<file path="config.mk">
export PLATFORM = sky130hd
export DESIGN_NAME = stdout_tx
export DESIGN_NICKNAME = d
export VERILOG_FILES = /design/src/rtl/stdout_tx_pkg.sv /design/src/rtl/stdout_tx_byte_fifo.sv /design/src/rtl/stdout_tx.sv
export SDC_FILE = /design/constraint.sdc
export NUM_CORES = 1
export LEC_CHECK = 0
export ABC_AREA = 1
export BUFFER_PORTS_ARGS = -buffer_cell sky130_fd_sc_hd__buf_2
export CORE_MARGIN = 2
export CORE_UTILIZATION = 50
export DETAILED_ROUTE_END_ITERATION = 8
export GPL_ROUTABILITY_DRIVEN = 0
export HOLD_SLACK_MARGIN = 0.08
export PLACE_DENSITY = 0.74
export RECOVER_POWER = 25
export SLEW_MARGIN = 20
export SYNTH_ARGS = -nofsm -noshare
export SYNTH_HDL_FRONTEND = slang
export SYNTH_SLANG_ARGS = --single-unit
export TNS_END_PERCENT = 5
</file>
<file path="constraint.sdc">
create_clock -name clk -period 3.1 [get_ports clk]
set_input_delay 0.465 -clock clk [delete_from_list [all_inputs] [get_ports clk]]
set_output_delay 0.465 -clock clk [all_outputs]
set_load 0.02 [all_outputs]
</file>
<file path="src/rtl/stdout_tx_pkg.sv">
// Shared core package: memory sizing, load/store width modes and the
// stdout transmitter state encoding.
`default_nettype none

package stdout_tx_pkg;

    localparam int RAM_SIZE_LOG = 6;
    localparam int RAM_SIZE     = 1 << RAM_SIZE_LOG;

    typedef enum logic [2:0] {
        LDST_B  = 3'd0,
        LDST_H  = 3'd1,
        LDST_W  = 3'd2,
        LDST_BU = 3'd3,
        LDST_HU = 3'd4
    } ldst_mode_t;

    typedef enum logic [1:0] {
        IDLE  = 2'd0,
        START = 2'd1,
        DATA  = 2'd2,
        STOP  = 2'd3
    } tx_state_t;

endpackage

`default_nettype wire

</file>
<file path="src/rtl/stdout_tx_byte_fifo.sv">
// byte_fifo: power-of-two byte FIFO with a combinational head output.
// A push into a full FIFO is accepted only when a pop happens in the same cycle.
`default_nettype none

module byte_fifo #(
    parameter int DEPTH = 4
) (
    input  logic       clk,
    input  logic       rst_n,
    input  logic       push,
    input  logic       pop,
    input  logic [7:0] din,
    output logic [7:0] dout,
    output logic       full,
    output logic       empty
);

    localparam int AW = $clog2(DEPTH);

    logic [7:0]    mem [DEPTH];
    logic [AW-1:0] wr_ptr;
    logic [AW-1:0] rd_ptr;
    logic [AW:0]   count;
    logic          push_ok;
    logic          pop_ok;

    assign full    = (count == (AW+1)'(DEPTH));
    assign empty   = (count == '0);
    assign pop_ok  = pop && !empty;
    assign push_ok = push && (!full || pop_ok);
    assign dout    = mem[rd_ptr];

    always_ff @(posedge clk or negedge rst_n) begin
        if (!rst_n) begin
            wr_ptr <= '0;
            rd_ptr <= '0;
            count  <= '0;
        end else begin
            if (push_ok) begin
                wr_ptr <= wr_ptr + 1'b1;
            end
            if (pop_ok) begin
                rd_ptr <= rd_ptr + 1'b1;
            end
            count <= count + {{AW{1'b0}}, push_ok} - {{AW{1'b0}}, pop_ok};
        end
    end

    // On a simultaneous push/pop while full the head is read before the slot is rewritten.
    always_ff @(posedge clk) begin
        if (push_ok) begin
            mem[wr_ptr] <= din;
        end
    end

endmodule

`default_nettype wire

</file>
<file path="src/rtl/stdout_tx.sv">
// stdout_tx: snoops core stores to the stdout word and serialises the low byte
// as UART 8N1 through a small FIFO.
`default_nettype none

module stdout_tx
    import stdout_tx_pkg::*;
#(
    parameter int CLKS_PER_BIT = 16,
    parameter int FIFO_DEPTH   = 4
) (
    input  logic        clk,
    input  logic        rst_n,
    input  logic        we,
    input  logic [31:0] wa,
    input  logic [31:0] wd,
    input  ldst_mode_t  wm,
    output logic        tx,
    output logic        busy,
    output logic        full,
    output logic [7:0]  drop_cnt
);

    generate
        if (CLKS_PER_BIT < 2 || CLKS_PER_BIT > 65535) begin : g_bad_cpb
            $error("stdout_tx: CLKS_PER_BIT out of range");
        end
        if (FIFO_DEPTH < 2 || (FIFO_DEPTH & (FIFO_DEPTH - 1)) != 0) begin : g_bad_depth
            $error("stdout_tx: FIFO_DEPTH must be a power of two >= 2");
        end
    endgenerate

    tx_state_t   state;
    logic [15:0] baud;
    logic [2:0]  bit_cnt;
    logic [7:0]  shreg;

    logic        stdout_hit;
    logic        push;
    logic        pop;
    logic        baud_end;
    logic [7:0]  fifo_dout;
    logic        fifo_full;
    logic        fifo_empty;
    logic        unused_bits;

    // Only the word index is decoded, so the stdout word aliases across the address space.
    assign stdout_hit  = (wa[RAM_SIZE_LOG+1:2] == RAM_SIZE_LOG'(RAM_SIZE - 1));
    assign push        = we && stdout_hit;
    assign baud_end    = (baud == 16'(CLKS_PER_BIT - 1));
    assign pop         = !fifo_empty && ((state == IDLE) || (state == STOP && baud_end));
    assign unused_bits = ^{wm, wa[31:RAM_SIZE_LOG+2], wa[1:0], wd[31:8]};

    assign busy = !fifo_empty || (state != IDLE);
    assign full = fifo_full;

    byte_fifo #(
        .DEPTH (FIFO_DEPTH)
    ) u_fifo (
        .clk   (clk),
        .rst_n (rst_n),
        .push  (push),
        .pop   (pop),
        .din   (wd[7:0]),
        .dout  (fifo_dout),
        .full  (fifo_full),
        .empty (fifo_empty)
    );

    // tx is driven from the state before each edge, so the line lags the FSM by one cycle.
    always_ff @(posedge clk or negedge rst_n) begin
        if (!rst_n) begin
            state   <= IDLE;
            baud    <= '0;
            bit_cnt <= '0;
            shreg   <= '0;
            tx      <= 1'b1;
        end else begin
            case (state)
                IDLE: begin
                    tx   <= 1'b1;
                    baud <= '0;
                    if (!fifo_empty) begin
                        shreg <= fifo_dout;
                        state <= START;
                    end
                end
                START: begin
                    tx <= 1'b0;
                    if (baud_end) begin
                        baud    <= '0;
                        bit_cnt <= '0;
                        state   <= DATA;
                    end else begin
                        baud <= baud + 16'd1;
                    end
                end
                DATA: begin
                    tx <= shreg[bit_cnt];
                    if (baud_end) begin
                        baud <= '0;
                        if (bit_cnt == 3'd7) begin
                            state <= STOP;
                        end else begin
                            bit_cnt <= bit_cnt + 3'd1;
                        end
                    end else begin
                        baud <= baud + 16'd1;
                    end
                end
                STOP: begin
                    tx <= 1'b1;
                    if (baud_end) begin
                        baud <= '0;
                        if (!fifo_empty) begin
                            shreg <= fifo_dout;
                            state <= START;
                        end else begin
                            state <= IDLE;
                        end
                    end else begin
                        baud <= baud + 16'd1;
                    end
                end
                default: begin
                    tx    <= 1'b1;
                    baud  <= '0;
                    state <= IDLE;
                end
            endcase
        end
    end

    always_ff @(posedge clk or negedge rst_n) begin
        if (!rst_n) begin
            drop_cnt <= '0;
        end else if (push && fifo_full && !pop && drop_cnt != 8'hFF) begin
            drop_cnt <= drop_cnt + 8'd1;
        end
    end

endmodule

`default_nettype wire
</file>
==> flow_summary.yaml, run 1 <==
floorplan:
  rows: 31
  die_w_um: 91.4
  io_pins: 81
  floorplan.initialDensity: 0.520
  fp.dieArea_sq_um: 8340
  design.core.area_sq_um: 7330
  fp.dieH_um: 91.4
cts:
  clkTransAtPathRegs_ns: 0.09
  cts_hold_buf: 0
  clock-sinks: 77
  ctsResizeCount: 0
  cts_setup_buffers: 0
  tritoncts.num_buffers: 9
  cts_root_buf: "clkbuf_8"
  cts_buffer_depth: 2
  htree_levels: 3
  cts_tree: "yes"
  clkLatencyLatePin_ns: 0.35
sta:
  fin_setup_tns_ns: 0
  min_period_ns: 2.53
  timing.final.ws_setup_ns: 0.573
  setup_viol: 0
  finalMaxSlewViolations: 46
  skew_ns: 0.0101
  slew_headroom: -0.594
  tightest_slew_ns: 2.39
  fmax_mhz: 396
  worst_hold_slack_ns: 0.366
  rsz0062_at_grt: "false"
  hold_violations: 0
  fin_crit_sh: 0.815
final_layout:
  drive_gt1_frac: 0.132
  antennaDiodeCount: 0
  nets: 520
  layout_commonest_cell: "nand2_1"
  syn_to_final_growth_pct: 10.5
  fin_cells: 537
  final_cell_mix: "71 x nand2_1, 66 x nor2_1, 49 x inv_1"
logic_synthesis:
  seq_area_frac_synth: 0.547
  yosys_register_bits: 77
  synth-main-ff-cell: "dfrtp_1"
  synth_top_area_frac: 0.289
  synth_nets: 487
  yosys.area.top_type: "dfrtp_1"
  synth_edf_count: 32
  synth.distinct_cells: 40
  syn_area_per_cell_sq_um: 9.54
  yosys_warnings: 0
  syn_inst: 400
  synth.area.top_cells: "dfrtp_1 29%, edfxtp_1 25%, nand2_1 7.0%, nor2_1 6.5%, ha_1 5.2%"
  netlist_area_sq_um: 3810
  async_flop_share: 0.584
critical_path:
  worstPathArrival_ns: 2.76
  cp_slowest_cell: "dfrtp_1"
  crit_path_cell_trace: "ha_1 -> nand3_2 -> nor2_1 -> nand3_1 -> nand2_1 -> nand2_2 -> inv_1 -> ha_1 -> inv_1 -> ha_1 -> inv_1 -> fa_1 -> xor2_1"
  cp-start-kind: "flop"
  cp_slowest_stage_delay_ns: 0.42
  worstSetupPathType: "reg -> reg"
  cp-end-kind: "flop"
  critical_path_buf_inv_count: 3
  path_max_fanout: 12
  crit_family: "adder cells"
  required_ns: 3.34
placement:
  place.detailed.hpwl_um: 4780
  place_ws_ns: 0.590
  port-buffer-count: 27
  dp_cells: 521
power_and_ir_drop:
  p_sw_uw: 1290
  p_int_uw: 1930
  cellPowerDensity_nw_per_um2: 764
  p_leak_uw: 0.00188
  combPwrFrac: 0.347
  peakVddDrop_v: 0.000341
  netSwitchingFraction: 0.402
  seq_power_share: 0.427
  clock_power_share: 0.226
grt:
  grt_first_pass_wirelength_um: 12100
  grt_max_degree: 46
  overflow: 0
  antenna_found_initial: 0
  track_usage: 0.179
  grt_pass1_vias: 2690
detailed_routing:
  routed_wl_um: 6850
  drtIter0Drc: 91
  wl_per_cell_um: 12.8
  drc: 0
  via_per_inst: 5.09
  firstDrtPassIters: 4
  ant_nets: 0
  num_vias: 2731
hold_path:
  hold_class: "in -> reg"
status:
  violations: "capacitance limit, slew limit"
  status: "finished with violations"
job:
  maxCapViolCount: 1
flip-flops by register name (all words and copies together) (netlist names):
signal	flops
tx	1
u_fifo.wr_ptr	2
drop_cnt	8
bit_cnt	3
u_fifo.mem	32
u_fifo.rd_ptr	2
shreg	8
u_fifo.count	3
state	2
baud	16
metrics by stage:
step                      total power, uW   util  instance area (sq um)
after CTS                            3250  0.577                   4230
after floorplan                      2320      -                   3810
after detailed placement             2520  0.551                   4040
after global placement               2480  0.551                   4040
final                                3220  0.575                   4220
after global routing                 3480  0.575                   4220
Yosys cell counts, types with 3 or more instances:
master and n:
xor2_1 10, o21ai_0 23, nand2_1 71, a21oi_1 3, nand3_1 14, inv_1 49
ha_1 16, dfrtp_1 44, o21ai_2 4, nor3_1 5, a21oi_2 5, nand4_1 11
edfxtp_1 32, o22ai_1 8, xnor2_1 4, nor2_1 66, nand3_2 3
path summary, 6_finish.rpt:
kind / depth (start not counted) / from / end / slack, ns
max in group asynchronous: 1 / rst_n / baud[12] / 0.90
max reg2reg: 13 / baud[0] / u_fifo.count[2] / 0.57
min: 1 / wd[0] / u_fifo.mem[3][0] / 0.37
min reg2reg: 2 / shreg[4] / shreg[4] / 0.50
min in group asynchronous: 1 / rst_n / bit_cnt[0] / 0.83
max: 13 / baud[0] / u_fifo.count[2] / 0.57
cell families (layout without fill, tap and decap cells):
kind of cell             count (synthesis)  after routing  share of synthesized area
AO/OA/AOI/OAI                           52             52                     0.0843
XOR/XNOR                                14             14                     0.0321
adder cells (fa/ha/maj)                 17             17                     0.0577
buffers and inverters                   57             95                     0.0617
flip-flops                              77             77                      0.547
AND/OR/NAND/NOR                        183            183                      0.217
power by group through the flow:
| stage | sequential (uW) | clock [uW] | combinational, uW |
|---|---|---|---|
| 6_report | 1380 | 728 | 1120 |
| 5_1_grt | 1400 | 783 | 1290 |
| 4_1_cts | 1380 | 742 | 1130 |
| 3_5_place_dp | 1400 | 0 | 1130 |
| 3_3_place_gp | 1390 | 0 | 1090 |
| 2_1_floorplan | 1340 | 0 | 974 |
final cells by class:
type	count	area [sq um]
Tap cell	99	124
Timing Repair Buffer	29	139
Sequential cell	77	2090
Clock buffer	9	124
Inverter	50	188
Fill cell	619	3110
Multi-Input combinational cell	266	1490
Clock inverter	7	62.6
routing by layer:
| metal | vias up | share of wire | GRT usage |
|---|---|---|---|
| met2 | 38 | 0.48 | 0.298 |
| met1 | 1300 | 0.47 | 0.241 |
| met4 | 0 | 0.011 | 0.0530 |
| met5 | - | 0 | 0 |
| met3 | 7 | 0.034 | 0.0315 |
| li1 | 1386 | - | - |
Power figures use the tool's default switching activity.
==> inputs of run 2 (changes only) <==
==> constraint.sdc (replaced) <==
create_clock -name clk -period 2.5 [get_ports clk]
set_input_delay 0.375 -clock clk [delete_from_list [all_inputs] [get_ports clk]]
set_output_delay 0.375 -clock clk [all_outputs]
set_load 0.02 [all_outputs]
==> flow_summary.yaml, run 2 (synthesized netlist as in run 1, its figures left out) <==
grt:
  grt.busiest_layer: "met2"
  grt_use_met2: 0.317
  grt_pass1_vias: 2757
  grt_first_pass_wirelength_um: 12400
  grt_max_degree: 25
  gr-usage-met3: 0.0365
  antenna_found_initial: 0
  overflow: 0
  use_met1: 0.242
  track_usage: 0.188
critical_path:
  worstPathArrival_ns: 2.53
  crit_family: "adder cells"
  cp_slowest_stage_delay_ns: 0.40
  cp-start-kind: "flop"
  cp-end-kind: "flop"
  required_ns: 2.75
  path_max_fanout: 4
  crit_path_cell_trace: "ha_1 -> nand3_2 -> nor2_1 -> nand3_1 -> nand2_1 -> nand2_2 -> inv_1 -> ha_1 -> inv_1 -> ha_1 -> inv_1 -> fa_1 -> xor2_1"
  critical_path_buf_inv_count: 3
  worstSetupPathType: "reg -> reg"
  cp_slowest_cell: "dfrtp_1"
sta:
  worst_hold_slack_ns: 0.273
  skew_ns: 0.00910
  min_period_ns: 2.28
  hold_violations: 0
  finalMaxSlewViolations: 0
  rsz0062_at_grt: "false"
  slew_headroom: 0.0968
  fin_crit_sh: 0.914
  fin_setup_tns_ns: 0
  timing.final.ws_setup_ns: 0.216
  setup_viol: 0
  tightest_slew_ns: 1.35
  fmax_mhz: 438
detailed_routing:
  ant_nets: 0
  drc: 0
  wl_per_cell_um: 13.0
  routed_wl_um: 7080
  firstDrtPassIters: 4
  via_per_inst: 5.12
  drtIter0Drc: 79
  num_vias: 2794
cts:
  clkLatencyLatePin_ns: 0.35
  clock-sinks: 77
  tritoncts.num_buffers: 9
  cts_tree: "yes"
  cts_root_buf: "clkbuf_8"
  clkTransAtPathRegs_ns: 0.08
  cts_buffer_depth: 2
  htree_levels: 3
  ctsResizeCount: 0
power_and_ir_drop:
  power_uw: 4130
  cellPowerDensity_nw_per_um2: 960
  p_leak_uw: 0.00194
  peakVddDrop_v: 0.000519
final_layout:
  syn_to_final_growth_pct: 12.9
  largest_reg_flops: 32
  fin_cells: 546
  layout_commonest_cell: "nand2_1"
  top_regs: "u_fifo.mem x32, baud x16"
  nets: 529
  final_cell_mix: "71 x nand2_1, 66 x nor2_1, 49 x inv_1"
  drive_gt1_frac: 0.148
  antennaDiodeCount: 0
  largest_register: "u_fifo.mem"
placement:
  dp_cells: 529
  place_ws_ns: 0.214
  place.detailed.hpwl_um: 5000
  port-buffer-count: 27
floorplan:
  fp.dieH_um: 91.4
  design.core.area_sq_um: 7330
  floorplan.initialDensity: 0.520
  die_w_um: 91.4
  rows: 31
  io_pins: 81
  fp.dieArea_sq_um: 8340
status:
  status: "finished, final reports clean"
job:
  maxCapViolCount: 0
hold_path:
  hold_class: "in -> reg"
run 2: changes by cell type in the layout (fill, tap and decap cells not counted):
cell,before,now
bufinv_16,0,1
buf_4,2,10
clkinv_4,1,3
dlygate4sd3_1,0,1
inv_6,4,2
inv_8,1,0
run 2: area by class of cell:
class	count	area [sq um]
fill	638	3030
sequential	77	2090
multi-input combinational	266	1490
timing repair buffer	38	209
inverter	50	188
clock buffer	9	124
tap	99	124
clock inverter	7	81.3
run 2: path summary, 6_finish.rpt:
check                         start                to  slack [ns]  cells past startpoint
setup / recovery            baud[0]   u_fifo.count[2]        0.22                     13
hold / removal                wd[0]  u_fifo.mem[1][0]        0.27                      1
setup reg to reg            baud[0]   u_fifo.count[2]        0.22                     13
hold reg to reg            shreg[0]          shreg[0]        0.48                      2
max in group asynchronous     rst_n       drop_cnt[4]        0.66                      3
min in group asynchronous     rst_n          baud[11]        0.85                      2
run 2: worst register-to-register path, cell delays in order (launching register included):
cell     delay [ns]
dfrtp_1        0.40
ha_1           0.21
nand3_2        0.10
nor2_1         0.11
nand3_1        0.11
nand2_1        0.09
nand2_2        0.06
inv_1          0.09
ha_1           0.23
inv_1          0.05
ha_1           0.13
inv_1          0.05
fa_1           0.37
xor2_1         0.17
run 2: report_power, final:
group	switching, uW	leakage [uW]	internal (uW)
sequential	157	0.000873	1520
clock	493	0.000100	473
combinational	956	0.000961	538
run 2: timing repair:
item                                   4_1_cts  5_1_grt
hold buffers                                 1        0
endpoints found under the hold margin       22        0
setup buffers                                0        0
run 2: through the flow:
stage	util	area (sq um)
final	0.587	4310
after global routing	0.587	4310
after CTS	0.589	4320
after detailed placement	0.559	4100
after global placement	0.559	4100
after floorplan	-	3810
run 2: layer usage:
metal  part of all wire  vias to the layer above  wire [um]
met5                  0                        -          0
met1               0.45                     1337       3160
met4              0.013                        0         95
met3              0.038                        9        266
met2               0.50                       43       3560
li1                   -                     1405          -
==> inputs of run 3 (changes only) <==
--- a/config.mk
+++ b/config.mk
@@ -8,11 +8,11 @@
 export ABC_AREA = 1
 export BUFFER_PORTS_ARGS = -buffer_cell sky130_fd_sc_hd__buf_2
 export CORE_MARGIN = 2
-export CORE_UTILIZATION = 50
+export CORE_UTILIZATION = 55
 export DETAILED_ROUTE_END_ITERATION = 8
 export GPL_ROUTABILITY_DRIVEN = 0
 export HOLD_SLACK_MARGIN = 0.08
-export PLACE_DENSITY = 0.74
+export PLACE_DENSITY = 0.8
 export RECOVER_POWER = 25
 export SLEW_MARGIN = 20
 export SYNTH_ARGS = -nofsm -noshare
==> flow_summary.yaml, run 3 (synthesized netlist as in run 1, its figures left out) <==
status:
  status: "finished, final reports clean"
placement:
  place.detailed.hpwl_um: 4870
  place_ws_ns: 0.258
  port-buffer-count: 27
  dp_cells: 510
cts:
  clkLatencyLatePin_ns: 0.35
  cts_setup_buffers: 0
  cts_root_buf: "clkbuf_8"
  clkTransAtPathRegs_ns: 0.08
  tritoncts.num_buffers: 9
  clock-sinks: 77
  htree_levels: 3
  cts_buffer_depth: 2
  cts_tree: "yes"
final_layout:
  antennaDiodeCount: 0
  final_cell_mix: "71 x nand2_1, 66 x nor2_1, 49 x inv_1"
  fin_cells: 527
  largest_reg_flops: 32
  syn_to_final_growth_pct: 12.7
  layout_commonest_cell: "nand2_1"
  top_regs: "u_fifo.mem x32, baud x16"
  nets: 529
  largest_register: "u_fifo.mem"
  drive_gt1_frac: 0.145
sta:
  fin_crit_sh: 0.911
  finalMaxSlewViolations: 0
  fin_setup_tns_ns: 0
  skew_ns: 0.00779
  timing.final.ws_setup_ns: 0.223
  setup_viol: 0
  tightest_slew_ns: 1.49
  min_period_ns: 2.28
  fmax_mhz: 439
  hold_violations: 0
  slew_headroom: 0.00383
  rsz0062_at_grt: "false"
power_and_ir_drop:
  peakVddDrop_v: 0.000549
  seq_power_share: 0.399
  cellPowerDensity_nw_per_um2: 975
  combPwrFrac: 0.352
  p_int_uw: 2610
  p_leak_uw: 0.00195
  power_uw: 4190
  p_sw_uw: 1580
  clock_power_share: 0.249
  netSwitchingFraction: 0.378
job:
  maxCapViolCount: 0
floorplan:
  fp.dieH_um: 87.3
  io_pins: 81
  die_w_um: 87.3
  fp.dieArea_sq_um: 7620
  rows: 30
  floorplan.initialDensity: 0.565
  design.core.area_sq_um: 6760
critical_path:
  rrSetupSlack_ns: 0.22
  cp_slowest_stage_delay_ns: 0.40
  path_max_fanout: 4
  cp_slowest_cell: "dfrtp_1"
  worstSetupPathType: "reg -> reg"
  timing.rr.start: "baud[0]"
  cp-end-kind: "flop"
  worstPathArrival_ns: 2.52
  worstSetupEndpoint: "u_fifo.count[2]"
  reg2reg_to: "u_fifo.count[2]"
  cp-start-kind: "flop"
  crit_path_cell_trace: "ha_1 -> nand3_2 -> nor2_1 -> nand3_1 -> nand2_1 -> nand2_2 -> inv_1 -> ha_1 -> inv_1 -> ha_1 -> inv_1 -> fa_1 -> xor2_1"
  setup.worst_path.start: "baud[0]"
  required_ns: 2.74
  reg2reg_depth: 13
grt:
  grt_max_degree: 28
  grt_pass1_vias: 2678
  overflow: 0
  grt_first_pass_wirelength_um: 12000
  track_usage: 0.205
  antenna_found_initial: 0
detailed_routing:
  drtIter0Drc: 165
  drc: 0
  firstDrtPassIters: 5
  via_per_inst: 5.33
  wl_per_cell_um: 13.3
  num_vias: 2811
  routed_wl_um: 7030
  ant_nets: 0
hold_path:
  hold_class: "in -> reg"
-- run 3: area by class of cell --
| type | count | area [sq um] |
|---|---|---|
| well taps | 80 | 100 |
| flip-flops and latches | 77 | 2090 |
| inverters | 50 | 188 |
| clock buffers | 9 | 124 |
| fillers | 544 | 2460 |
| repair buffers | 38 | 209 |
| multi-input cells | 266 | 1490 |
| clock inverters | 7 | 98.8 |
-- run 3: layer usage --
metal	track usage	vias up	part of all wire
met1	0.269	1344	0.45
met3	0.0550	10	0.045
met4	0.0713	0	0.013
li1	-	1402	-
met5	0	-	0
met2	0.329	55	0.50
-- run 3: how the worst min path moves through the flow --
stage | startpoint | to | slack, ns | depth (start not counted)
finish | wd[7] | u_fifo.mem[1][7] | 0.28 | 1
floorplan | rst_n | baud[0] | 0.08 | 0
global route | wd[0] | u_fifo.mem[1][0] | 0.29 | 1
CTS | wd[6] | u_fifo.mem[1][6] | 0.21 | 1
global placement | rst_n | baud[14] | 0.43 | 1
detailed placement | rst_n | baud[14] | 0.43 | 1
-- run 3: critical path, delay by kind of cell, from the launching register on --
kind | cells | cell delay (ns)
xor+xnor | 1 | 0.17
flops | 1 | 0.40
buf+inv | 3 | 0.18
fa+ha+maj | 4 | 0.94
simple gates | 5 | 0.49
-- run 3: power groups by stage --
stage,Sequential [uW],Clock (uW),Combinational [uW]
CTS,1680,1080,1500
global route,1700,1120,1720
floorplan,1670,0,1210
detailed placement,1700,0,1480
global placement,1690,0,1420
finish,1670,1040,1480
-- run 3: repair_timing --
| item | CTS | global route |
|---|---|---|
| endpoints found under the setup margin | 0 | 0 |
| hold buffers | 1 | 0 |
| resized for setup | 0 | 0 |
| endpoints found under the hold margin | 25 | 0 |
-- run 3: metrics by stage --
| step | area [sq um] | hold WS, ns | utilization |
|---|---|---|---|
| floorplan | 3810 | 0.0794 | - |
| global placement | 4080 | 0.427 | 0.604 |
| detailed placement | 4080 | 0.428 | 0.604 |
| CTS | 4310 | 0.213 | 0.638 |
| global route | 4300 | 0.285 | 0.636 |
| finish | 4300 | 0.283 | 0.636 |
